[src/rtl/dmem_arbiter.sv]
// Purpose : shares one single-port synchronous data RAM between the CPU load/store path and one device requester.
// Latency : request seen at edge E is acked in the cycle after E+1, and one access completes every 2 cycles.
// Backpres: a requester holds req and its operands until ack; cpu_stall = cpu_req & ~cpu_ack.
//
// Ports:
//   clk, rst                      clock; asynchronous active-low reset
//   cpu_req/we/addr/wdata         CPU request. The address is a MARS byte address.
//   cpu_rdata/ack/err/stall       CPU response. ack and err are one-cycle pulses. rdata holds between acks.
//   dev_req/we/addr/wdata         device request, with the same meanings as the CPU set
//   dev_rdata/ack/err             device response
//   ram_address/data/wren         registered RAM command
//   ram_q                         RAM read data, valid the cycle after the address edge
//
// Build option: define DMEM_ARB_CPU_PRIO_EN to give the CPU fixed priority.
// Without it, arbitration is round-robin on the last grant.
module dmem_arbiter #(
  parameter int          DATA_WIDTH = 32,
  parameter logic [31:0] ADDR_BASE  = 32'h1000_0000,
  parameter int          RAM_AW     = 12
) (
  input  logic                  clk,
  input  logic                  rst,
  input  logic                  cpu_req,
  input  logic                  cpu_we,
  input  logic [31:0]           cpu_addr,
  input  logic [DATA_WIDTH-1:0] cpu_wdata,
  output logic [DATA_WIDTH-1:0] cpu_rdata,
  output logic                  cpu_ack,
  output logic                  cpu_err,
  output logic                  cpu_stall,
  input  logic                  dev_req,
  input  logic                  dev_we,
  input  logic [31:0]           dev_addr,
  input  logic [DATA_WIDTH-1:0] dev_wdata,
  output logic [DATA_WIDTH-1:0] dev_rdata,
  output logic                  dev_ack,
  output logic                  dev_err,
  output logic [RAM_AW-1:0]     ram_address,
  output logic [DATA_WIDTH-1:0] ram_data,
  output logic                  ram_wren,
  input  logic [DATA_WIDTH-1:0] ram_q
);

  typedef enum logic [1:0] {S_IDLE, S_ISSUE, S_RESP} state_t;

  state_t                state, state_nxt;
  logic                  last_dev;     // 1 = device was granted last (reset value lets the CPU win the first tie)
  logic                  gnt_dev_q;    // owner of the access in flight
  logic                  we_q;
  logic                  err_q;
  logic [DATA_WIDTH-1:0] cpu_rdata_q;
  logic [DATA_WIDTH-1:0] dev_rdata_q;

  logic                  any_req;
  logic                  pick_dev;
  logic                  grant;
  logic                  resp;
  logic                  sel_we;
  logic [31:0]           sel_addr;
  logic [DATA_WIDTH-1:0] sel_wdata;
  logic [31:0]           sel_off;
  logic                  sel_oor;
  logic [DATA_WIDTH-1:0] resp_dat;

  assign any_req = cpu_req | dev_req;

`ifdef DMEM_ARB_CPU_PRIO_EN
  assign pick_dev = ~cpu_req;
`else
  // The device wins only if it is alone, or if both request and the CPU had the last grant.
  assign pick_dev = dev_req & (~cpu_req | ~last_dev);
`endif

  assign sel_we    = pick_dev ? dev_we    : cpu_we;
  assign sel_addr  = pick_dev ? dev_addr  : cpu_addr;
  assign sel_wdata = pick_dev ? dev_wdata : cpu_wdata;
  // A wrapping subtract makes addresses below the base land far out of range.
  assign sel_off   = sel_addr - ADDR_BASE;
  assign sel_oor   = |sel_off[31:RAM_AW];

  always_ff @(posedge clk or negedge rst) begin
    if (!rst) state <= S_IDLE;
    else      state <= state_nxt;
  end

  always_comb begin
    state_nxt = state;
    grant     = 1'b0;
    resp      = 1'b0;
    case (state)
      S_IDLE: begin
        if (any_req) begin
          grant     = 1'b1;
          state_nxt = S_ISSUE;
        end
      end
      S_ISSUE: state_nxt = S_RESP;
      S_RESP: begin
        resp = 1'b1;
        // A req still high in the ack cycle is a fresh request, so re-arbitrate right away.
        if (any_req) begin
          grant     = 1'b1;
          state_nxt = S_ISSUE;
        end else begin
          state_nxt = S_IDLE;
        end
      end
      default: state_nxt = S_IDLE;
    endcase
  end

  // Writes and out-of-range accesses return zero data.
  assign resp_dat  = (we_q | err_q) ? '0 : ram_q;

  assign cpu_ack   = resp & ~gnt_dev_q;
  assign dev_ack   = resp &  gnt_dev_q;
  assign cpu_err   = cpu_ack & err_q;
  assign dev_err   = dev_ack & err_q;
  assign cpu_rdata = cpu_ack ? resp_dat : cpu_rdata_q;
  assign dev_rdata = dev_ack ? resp_dat : dev_rdata_q;
  assign cpu_stall = cpu_req & ~cpu_ack;

  always_ff @(posedge clk or negedge rst) begin
    if (!rst) begin
      last_dev    <= 1'b1;
      gnt_dev_q   <= 1'b0;
      we_q        <= 1'b0;
      err_q       <= 1'b0;
      ram_address <= '0;
      ram_data    <= '0;
      ram_wren    <= 1'b0;
      cpu_rdata_q <= '0;
      dev_rdata_q <= '0;
    end else begin
      if (grant) begin
        gnt_dev_q   <= pick_dev;
        last_dev    <= pick_dev;
        we_q        <= sel_we;
        err_q       <= sel_oor;
        ram_address <= sel_off[RAM_AW-1:0];
        ram_data    <= sel_wdata;
        ram_wren    <= sel_we & ~sel_oor;
      end else begin
        // The RAM has taken the command at the end of ISSUE, so the write enable must not linger.
        ram_wren <= 1'b0;
      end
      if (cpu_ack) cpu_rdata_q <= resp_dat;
      if (dev_ack) dev_rdata_q <= resp_dat;
    end
  end

endmodule

[config.mk]
export PLATFORM = sky130hd
export DESIGN_NAME = dmem_arbiter
export DESIGN_NICKNAME = d
export VERILOG_FILES = /design/src/rtl/dmem_arbiter.sv
export SDC_FILE = /design/constraint.sdc
export NUM_CORES = 1
export LEC_CHECK = 0
export BUFFER_PORTS_ARGS = -buffer_cell sky130_fd_sc_hd__buf_2
export CORE_MARGIN = 8
export CORE_UTILIZATION = 49
export CTS_BUF_LIST = sky130_fd_sc_hd__clkbuf_4 sky130_fd_sc_hd__clkbuf_8
export DETAILED_ROUTE_END_ITERATION = 16
export PLACE_DENSITY = 0.93
export SLEW_MARGIN = 20
export SYNTH_ARGS = -nofsm -noshare
export SYNTH_HDL_FRONTEND = slang
export SYNTH_SLANG_ARGS = --single-unit
[constraint.sdc]
create_clock -name clk -period 3.25 [get_ports clk]
set_input_delay 0.65 -clock clk [delete_from_list [all_inputs] [get_ports clk]]
set_output_delay 0.65 -clock clk [all_outputs]
set_load 0.01 [all_outputs]
==> metrics.txt <==
run status finished clean; CP startpoint kind register; Post-Route Skew roughly 0.0089 ns; Final Cell Area 6690 um^2; syn avg cell area roughly 10 um^2; largest area contributor in the netlist dfrtp_1; Residual DRC 0; Gates resized, CTS repair 0; number of hold buffers added after cts 0; GRT Residual Overflow 0; core area 9590 um^2; post-synth cell types 25; Synth Net Count 643; die area 13,200 um^2; leading cell type in the layout, fill and taps excluded buf_2; Routed WL 15,100 um; area grow syn2layout 40.0%; share of cells above drive strength 1 0.423; clock sinks ~120; num rows 36; Fillers 723; setup TNS 0 ns; Tcrit/Tclk final 0.801; # IOs 280; CTS root buf clkbuf_8; Hold Crit Class input port to async pin; Worst Max-Slew Pin Slew 0.788 ns; diode count 0; Final GP Congestion about 0.83; Skew-Pair Late Insertion Delay just under 0.4 ns; Synth Warn # 0; Die Y 115 um; CP required between 2 and 3 ns; clk slew on worst S/H paths 0.07 ns; Achievable Freq 0.384 GHz; slew margin rel. 0.475; per-cell routed wire length about 17 um; first-pass GRT wire length approximately 24,000 um; max_cap viols 0; Fin. Hold Viols 0; Final Setup Violations 0; fin. max-slew vios 0; Synth area leaders dfrtp_1 60%, nand2_1 11%, mux2i_1 9.4%; share of the synthesized area in the top cell type 0.597; mean number of vias per cell between 5 and 6; Setup Crit Path Kind register to output port; Yosys reg bits about 120; Post-Syn Area roughly 4800 um^2; GRT Resource Usage Total 0.230; area of the multi-input gates between 1500 and 2000 um^2; commonest cells after routing, fill and taps aside 278 x buf_2, 143 x nand2_1, 114 x dfrtp_1; DP Area 6280 um^2; Max clock buf depth 2; Syn Inst Count ~480; worst vdd ir between 0.3 and 0.4 mV; RSZ-0062 raised after global routing no; FF+latch area roughly 2900 um^2; Worst EP arrival 1.95 ns; CTS tree done; vias in the first global route approximately 4,800; DP HPWL roughly 12,000 um; worst setup margin about 0.65 ns; Inserted Clock Buffers 17; Final nets just over 900; largest net degree at the start of global routing 95; Detail Route Antenna Nets 0; port buffer count roughly 280; sequential cell area fraction in the yosys report 0.603; Starting Density 0.498; DP Worst Slack between 1 and 1.5 ns; initial antenna violation count 0; Tmin final roughly 2.6 ns; PwrDens between 700 and 800 nW/um^2; # Post-CTS Setup Buffers 0; H-tree levels 4; Die Span X around 110 um; worst-path maximum fanout between 60 and 70; Via Count around 4,500; Detailed Route Iter0 Violations between 300 and 400; Detailed Routing Iterations Pass 1 5; LEAKAGE between 0.003 and 0.004 uW; Critical Path End Type output port
-- metal layers --
metal | share of wire | up-vias | track usage
li1 | - | 2161 | -
met4 | 0.025 | 0 | 0.0884
met5 | 0 | - | 0
met2 | 0.51 | 214 | 0.394
met3 | 0.093 | 32 | 0.0997
met1 | 0.37 | 2083 | 0.246
-- logic make-up (layout without fill, tap and decap cells) --
group / Yosys count / after routing / synth area share
buffers and inverters: 37 / 322 / 0.0390
DFF: 115 / 115 / 0.603
and+or+nand+nor: 164 / 164 / 0.139
AOI/OAI and AO/OA: 116 / 116 / 0.125
muxes: 45 / 45 / 0.0943
-- final timing paths --
kind	from	end	slack [ns]	cells past startpoint
setup / recovery	state[0]	cpu_rdata[0]	0.65	5
hold / removal	rst	dev_rdata_q[18]	0.38	2
setup reg to reg	last_dev	err_q	1.53	5
hold reg to reg	ram_data[31]	ram_data[31]	0.47	2
max in group asynchronous	rst	gnt_dev_q	2.30	2
min in group clk	ram_data[31]	ram_data[31]	0.47	2
-- report_power, final --
| part | leakage (uW) | switching [uW] | internal, uW |
|---|---|---|---|
| sequential | 0.00147 | 160 | 1860 |
| combinational | 0.00191 | 920 | 584 |
| clock | 0.000204 | 547 | 807 |
-- state kept, by name, summed over array words and instances, names as in the netlist --
| signal | flops |
|---|---|
| last_dev | 1 |
| gnt_dev_q | 1 |
| ram_data | 32 |
| we_q | 1 |
| dev_rdata_q | 32 |
| cpu_rdata_q | 32 |
| state | 2 |
| ram_address | 12 |
| ram_wren | 1 |
| err_q | 1 |
-- cell usage after synthesis --
cell	instances
nand3b_1	1
dfstp_2	1
inv_1	5
o21ai_1	20
clkbuf_1	10
nand4b_1	1
a22o_1	1
dfrtp_1	114
a21boi_2	1
nor2_1	5
nand4_1	1
a21o_1	1
nor4_1	8
nand3_1	1
a31oi_1	1
o22ai_1	1
mux2i_1	45
buf_6	2
o21ai_0	90
nand2_1	143
nor4b_1	2
and2_1	2
buf_2	17
a21oi_1	1
buf_4	3
-- worst max-delay path, cell delays in order, from the launching register on --
cell and delay [ns]:
dfrtp_1 0.36, inv_1 0.21, nand3b_1 0.11, buf_4 0.29
o21ai_0 0.36, buf_2 0.20
-- through the flow --
stage / power (uW) / hold slack (ns) / util / cells
3_5_place_dp: 3580 / 0.466 / 0.654 / 864
2_1_floorplan: 2810 / 0.354 / - / 477
3_3_place_gp: 3480 / 0.451 / 0.654 / 864
5_1_grt: 5190 / 0.405 / 0.697 / 895
4_1_cts: 4940 / 0.372 / 0.697 / 895
6_report: 4880 / 0.375 / 0.697 / 895
-- layout make-up --
type	count	share of cell area
clock buffer	21	0.0414
multi-input combinational	325	0.260
tap	133	0.0249
clock inverter	10	0.0198
timing repair buffer	286	0.221
inverter	5	0.00281
sequential	115	0.431
No activity file was read; power rests on OpenSTA's default activity.
